**config.mk**
```make
export PLATFORM = sky130hd
export DESIGN_NAME = tlc_junction_arbiter
export DESIGN_NICKNAME = d
export VERILOG_FILES = /design/src/rtl/tlc_junction_arbiter.sv
export SDC_FILE = /design/constraint.sdc
export NUM_CORES = 1
export LEC_CHECK = 0
export ABC_AREA = 1
export CAP_MARGIN = 25
export CORE_MARGIN = 1.5
export CORE_UTILIZATION = 51
export CTS_BUF_LIST = sky130_fd_sc_hd__clkbuf_4 sky130_fd_sc_hd__clkbuf_8
export DETAILED_ROUTE_END_ITERATION = 12
export MAX_ROUTING_LAYER = met4
export PLACE_DENSITY = 0.73
export RECOVER_POWER = 50
export SKIP_CTS_REPAIR_TIMING = 1
export SLEW_MARGIN = 20
export SYNTH_ARGS = -nofsm -noshare
export SYNTH_HDL_FRONTEND = slang
export SYNTH_SLANG_ARGS = --single-unit
```
**constraint.sdc**
```tcl
create_clock -name clk -period 2.1 [get_ports clk]
set_clock_uncertainty 0.05 [all_clocks]
set_input_delay 0.21 -clock clk [delete_from_list [all_inputs] [get_ports clk]]
set_output_delay 0.21 -clock clk [all_outputs]
set_load 0.01 [all_outputs]
```
**src/rtl/tlc_junction_arbiter.sv**
```systemverilog
// -----------------------------------------------------------------------------
// tlc_junction_arbiter
//
// Right-of-way arbiter for a two-approach junction. It sits between the
// per-approach light units (north-south and east-west) and the board wrapper.
// Car-sensor requests are served round-robin. Each grant has a minimum green
// time and an anti-starvation maximum green time, and an all-red clearance
// interval separates consecutive grants. A grant is issued only while both
// light units report red.
//
// Optional feature (macro TLC_PED_WALK_EN): a pedestrian request is latched.
// Once the junction is idle and both approaches are red, the latched request
// takes priority and runs a walk phase of T_WALK ticks, followed by clearance.
// A pending pedestrian request also counts as a competitor, so it can shorten
// the current green. With the macro undefined, the walk ports do not exist
// and the WALK phase cannot be reached.
//
// Ports:
//   clk        clock
//   rst        synchronous, active-high reset
//   i_tick     1-cycle time-base strobe; every timer advances only on it
//   i_req_ns   NS vehicle sensor (level)
//   i_req_ew   EW vehicle sensor (level)
//   i_safe_ns  NS light unit is red / settled
//   i_safe_ew  EW light unit is red / settled
//   i_ped_req  pedestrian request, level or pulse (TLC_PED_WALK_EN only)
//   o_walk     walk indication (TLC_PED_WALK_EN only)
//   o_on_ns    green request to the NS light unit
//   o_on_ew    green request to the EW light unit
//   o_phase    current phase: IDLE=0 GNT_NS=1 REL_NS=2 CLEAR=3
//              GNT_EW=4 REL_EW=5 WALK=6
//   o_last_ns  1 when NS holds the most recent grant (round-robin pointer)
// -----------------------------------------------------------------------------
module tlc_junction_arbiter #(
    parameter int unsigned   CW          = 8,
    parameter logic [CW-1:0] T_MIN_GREEN = CW'(10),
    parameter logic [CW-1:0] T_MAX_GREEN = CW'(40),
    parameter logic [CW-1:0] T_CLEAR     = CW'(3),
    parameter logic [CW-1:0] T_WALK      = CW'(12)
) (
    input  logic       clk,
    input  logic       rst,
    input  logic       i_tick,
    input  logic       i_req_ns,
    input  logic       i_req_ew,
    input  logic       i_safe_ns,
    input  logic       i_safe_ew,
`ifdef TLC_PED_WALK_EN
    input  logic       i_ped_req,
    output logic       o_walk,
`endif
    output logic       o_on_ns,
    output logic       o_on_ew,
    output logic [2:0] o_phase,
    output logic       o_last_ns
);

    typedef enum logic [2:0] {
        ST_IDLE   = 3'd0,
        ST_GNT_NS = 3'd1,
        ST_REL_NS = 3'd2,
        ST_CLEAR  = 3'd3,
        ST_GNT_EW = 3'd4,
        ST_REL_EW = 3'd5,
        ST_WALK   = 3'd6
    } state_t;

    state_t        r_state;
    logic [CW-1:0] r_cnt;
    logic          r_on_ns;
    logic          r_on_ew;
    logic          r_last_ns;

    logic [CW-1:0] w_cnt_next;
    logic          w_both_safe;
    logic          w_ped_pend;
    logic          w_ns_yield;
    logic          w_ew_yield;

    // The phase counter saturates at all-ones, so a green held for a very
    // long time with no competitor never wraps back below the thresholds.
    assign w_cnt_next  = (i_tick && (r_cnt != '1)) ? r_cnt + CW'(1) : r_cnt;
    assign w_both_safe = i_safe_ns & i_safe_ew;

`ifdef TLC_PED_WALK_EN
    logic r_ped_pend;
    logic r_walk;
    logic w_walk_done;

    assign w_walk_done = (r_state == ST_WALK) && (r_cnt >= T_WALK);

    // A new request during the final walk cycle is kept, not lost.
    always_ff @(posedge clk) begin
        if (rst) begin
            r_ped_pend <= 1'b0;
        end else begin
            r_ped_pend <= (r_ped_pend & ~w_walk_done) | i_ped_req;
        end
    end

    assign w_ped_pend = r_ped_pend;
    assign o_walk     = r_walk;
`else
    assign w_ped_pend = 1'b0;
`endif

    // The holder yields only while someone else is waiting: after the
    // minimum green if its own sensor has gone quiet, otherwise at the
    // maximum green.
    assign w_ns_yield = (i_req_ew | w_ped_pend) &
                        ((r_cnt >= T_MAX_GREEN) | ((r_cnt >= T_MIN_GREEN) & ~i_req_ns));
    assign w_ew_yield = (i_req_ns | w_ped_pend) &
                        ((r_cnt >= T_MAX_GREEN) | ((r_cnt >= T_MIN_GREEN) & ~i_req_ew));

    // NOTE: sequential state uses non-blocking assignments only. Every
    // register in this block reads the pre-edge values of its neighbours,
    // whatever the statement order.
    always_ff @(posedge clk) begin
        // NOTE: reset is sampled on the clock edge (synchronous), so it sits
        // inside the clocked branch and not in the sensitivity list.
        if (rst) begin
            r_state   <= ST_IDLE;
            r_cnt     <= '0;
            r_on_ns   <= 1'b0;
            r_on_ew   <= 1'b0;
            r_last_ns <= 1'b0;
`ifdef TLC_PED_WALK_EN
            r_walk    <= 1'b0;
`endif
        end else begin
            case (r_state)
                ST_IDLE: begin
                    if (w_both_safe) begin
                        if (w_ped_pend) begin
                            r_state <= ST_WALK;
                            r_cnt   <= '0;
`ifdef TLC_PED_WALK_EN
                            r_walk  <= 1'b1;
`endif
                        end else if (i_req_ns && (!i_req_ew || !r_last_ns)) begin
                            // On a tie, NS wins only if EW had the last grant.
                            r_state   <= ST_GNT_NS;
                            r_cnt     <= '0;
                            r_on_ns   <= 1'b1;
                            r_last_ns <= 1'b1;
                        end else if (i_req_ew) begin
                            r_state   <= ST_GNT_EW;
                            r_cnt     <= '0;
                            r_on_ew   <= 1'b1;
                            r_last_ns <= 1'b0;
                        end
                    end
                end

                ST_GNT_NS: begin
                    if (w_ns_yield) begin
                        r_state <= ST_REL_NS;
                        r_on_ns <= 1'b0;
                    end else begin
                        r_cnt <= w_cnt_next;
                    end
                end

                ST_GNT_EW: begin
                    if (w_ew_yield) begin
                        r_state <= ST_REL_EW;
                        r_on_ew <= 1'b0;
                    end else begin
                        r_cnt <= w_cnt_next;
                    end
                end

                // The light unit runs its own amber sequence. There is no
                // timeout: the junction stays all-red until the unit reports safe.
                ST_REL_NS: begin
                    if (i_safe_ns) begin
                        r_state <= ST_CLEAR;
                        r_cnt   <= '0;
                    end
                end

                ST_REL_EW: begin
                    if (i_safe_ew) begin
                        r_state <= ST_CLEAR;
                        r_cnt   <= '0;
                    end
                end

                ST_CLEAR: begin
                    if (r_cnt >= T_CLEAR) begin
                        r_state <= ST_IDLE;
                    end else begin
                        r_cnt <= w_cnt_next;
                    end
                end

                ST_WALK: begin
                    if (r_cnt >= T_WALK) begin
                        r_state <= ST_CLEAR;
                        r_cnt   <= '0;
`ifdef TLC_PED_WALK_EN
                        r_walk  <= 1'b0;
`endif
                    end else begin
                        r_cnt <= w_cnt_next;
                    end
                end

                default: begin
                    r_state <= ST_IDLE;
                    r_cnt   <= '0;
                    r_on_ns <= 1'b0;
                    r_on_ew <= 1'b0;
                end
            endcase
        end
    end

    assign o_on_ns   = r_on_ns;
    assign o_on_ew   = r_on_ew;
    assign o_phase   = r_state;
    assign o_last_ns = r_last_ns;

endmodule

```
==> flow_summary.json <==
{
  "status": "finished clean",
  "r2r-end": "r_cnt[6]$_SDFFE_PP0P_",
  "wl_per_cell_um": 11.6,
  "critPathTopFamily": "simple AND/OR/NAND/NOR gates",
  "holdPathEnd": "o_on_ew$_SDFFE_PP0P_",
  "die_h_um": 50.5,
  "critPathCaptureType": "flip-flop",
  "synth_ff_type": "dfxtp_1",
  "ant_nets": 0,
  "relSlewSlack_pct": 61.9,
  "critPathMaxFanout": 7,
  "drc": 0,
  "syn_avg_cell_area_sq_um": 5.66,
  "path_common_cell": "nand2_1",
  "syn-cell-area_sq_um": 1150,
  "dp_cells": 238,
  "min_path_type": "flip-flop to flip-flop",
  "synth_edf_count": 0,
  "synth_top_area_share_pct": 24.4,
  "first_iter_violations": 28,
  "seq_area_frac_synth_pct": 24.4,
  "max-vdd-ir-drop_mv": 0.535,
  "die_w_um": 50.5,
  "cpMaxStageDelayCell": "dfxtp_1",
  "gp_congestion": 0.912,
  "worstSetupStartpointType": "flip-flop",
  "synth_cell_types": 25,
  "ys_ff_latch": 14,
  "powerDensity_nw_per_um2": 813,
  "grt_max_degree": 15,
  "worstSkewPairLatency_ns": 0.27,
  "arrival_ns": 1.95,
  "yosysTopAreaCell": "dfxtp_1",
  "num_vias": 1277,
  "die_area_sq_um": 2550,
  "finalHoldViolations": 0,
  "portBuffers": 12,
  "instances_no_fill": 242,
  "worst_pin_slew_ns": 0.571,
  "finalMaxSlewViolations": 0,
  "grt_pass1_wl_um": 4840,
  "setup-violations-final": 0,
  "setup.worst_path.start": "r_cnt[0]$_SDFFE_PP0P_",
  "io_pins": 13,
  "synthTopCellsByCount": "nand2_1, nor2_1, a21oi_1",
  "yosysMostFrequentCell": "nand2_1",
  "synth.top_cells.by_area": "dfxtp_1, nand2_1, a21oi_1, nor2_1, nand3_1",
  "hold_start": "o_on_ew$_SDFFE_PP0P_",
  "grt_remaining_overflow": 0,
  "drtPass1Iterations": 4,
  "required_ns": 2.25,
  "rsz0062_at_grt": "no",
  "drive_above_1_share_pct": 8.84,
  "crit_chain": "ha_1 -> inv_1 -> nor2_2 -> nand2_1 -> nand2_2 -> inv_2 -> nand3_1 -> and3_1 -> nand2_1 -> a21oi_1",
  "antenna_cells": 0,
  "r2r_cells": 10,
  "dp_hpwl_um": 2190,
  "reg2reg_slack_ns": 0.30,
  "seq_area_sq_um": 280,
  "synthToLayoutAreaGrowth_pct": 14.9,
  "coreArea_sq_um": 2040,
  "start_util_pct": 56.3,
  "cap_violations": 0,
  "yosysWarningCount": 0,
  "synth_cells": 203,
  "num_rows": 16,
  "tns_ns": 0,
  "fin_nets": 225,
  "regToRegStartpoint": "r_cnt[0]$_SDFFE_PP0P_",
  "hold-path-cell-count": 2,
  "multiInputGateArea_sq_um": 763,
  "numCtsBuffers": 3,
  "synth_nets": 212,
  "synth-async-reset-ratio_pct": 0,
  "fillers": 217,
  "totalWireLength_um": 2810,
  "htree_levels": 1,
  "vias_per_cell": 5.28,
  "grt_usage_pct": 25.0,
  "clock_sinks": 14,
  "grt_antenna_before_repair": 0,
  "post-route-period-util_pct": 85.6,
  "cts_tree": "done",
  "total_leakage_power_uw": 0.000588,
  "critPathMaxStageDelay_ns": 0.42,
  "path_buf_inv": 2,
  "crit_type": "flip-flop to flip-flop",
  "post-route-util_pct": 64.6,
  "max_freq_ghz": 0.556,
  "root_buffer": "clkbuf_4",
  "final_area_sq_um": 1320,
  "placed_area_sq_um": 1280,
  "holdWs_ns": 0.420,
  "worst_setup_hold_path_clk_slew_ns": 0.09,
  "period_minus_slack_ns": 1.80,
  "grt_pass1_vias": 1201,
  "cts.path.max_buffers": 2
}
[power by group]
part	internal (uW)	switching, uW	total, uW
Clock	105	91.6	197
Sequential	309	51.3	360
Combinational	198	318	516
[cells in the final DEF, fill, tap and decap left out, types with 2 or more instances in the layout]
| cell type | synthesis | layout |
|---|---|---|
| o21ai_0 | 8 | 8 |
| inv_2 | 7 | 6 |
| nand2_2 | 3 | 3 |
| nand2_1 | 72 | 72 |
| dfxtp_1 | 14 | 14 |
| clkbuf_4 | 0 | 3 |
| nand3b_1 | 2 | 2 |
| ha_1 | 2 | 2 |
| nor2_1 | 20 | 20 |
| a21oi_1 | 18 | 18 |
| nor2_4 | 2 | 2 |
| inv_1 | 16 | 17 |
| nor2_2 | 2 | 2 |
| nand3_1 | 14 | 14 |
| clkdlybuf4s50_1 | 0 | 6 |
| nand4_1 | 8 | 8 |
| nor3_1 | 3 | 3 |
| dlygate4sd3_1 | 0 | 6 |
[logic make-up after synthesis]
group                    count (synthesis)  share of synthesized area (%)
AO/OA/AOI/OAI                           30                           13.7
flip-flops                              14                           24.4
AND/OR/NAND/NOR                        129                           49.8
buffers and inverters                   27                           9.15
XOR/XNOR                                 1                          0.763
adder cells (fa/ha/maj)                  2                           2.18
[flip-flops by register name, indices dropped and copies added, names as in the netlist]
| signal | cells |
|---|---|
| o_last_ns | 1 |
| o_on_ew | 1 |
| o_on_ns | 1 |
| o_phase | 3 |
| r_cnt | 8 |
[worst register-to-register path, cell delays in order, from the launching register on]
cell and delay, ns:
dfxtp_1 0.42, ha_1 0.22, inv_1 0.07, nor2_2 0.16, nand2_1 0.14, nand2_2 0.18, inv_2 0.09, nand3_1 0.08
and3_1 0.16, nand2_1 0.05, a21oi_1 0.12
[final cells by class]
class                   instances  area share (%)
flip-flops and latches         14            21.2
inverters                      23            6.54
multi-input cells             162            57.8
clock buffers                   4            2.75
repair buffers                 12            9.10
well taps                      27            2.56
[layer usage]
| layer | vias to the layer above | routed length [um] | GRT usage, % |
|---|---|---|---|
| met3 | 4 | 110 | 2.98 |
| li1 | 679 | - | - |
| met4 | 0 | 31 | 7.66 |
| met2 | 37 | 1390 | 44.1 |
| met5 | - | 0 | - |
| met1 | 557 | 1280 | 29.7 |
[worst max path at each step]
stage                                    to  cells past startpoint
finish                r_cnt[6]$_SDFFE_PP0P_                     10
CTS                   r_cnt[6]$_SDFFE_PP0P_                     10
global route          r_cnt[6]$_SDFFE_PP0P_                      7
global placement    o_phase[2]$_SDFFE_PP0P_                      8
floorplan           o_phase[0]$_SDFFE_PP0P_                     10
detailed placement  o_phase[1]$_SDFFE_PP0P_                     10
[through the flow]
step | setup WS (ns) | total power (uW)
after detailed placement | 0.237 | 895
after CTS | 0.318 | 1100
after global routing | 0.130 | 1160
final | 0.302 | 1070
after global placement | 0.280 | 887
after floorplan | 0.577 | 727
Power figures use the tool's default switching activity.
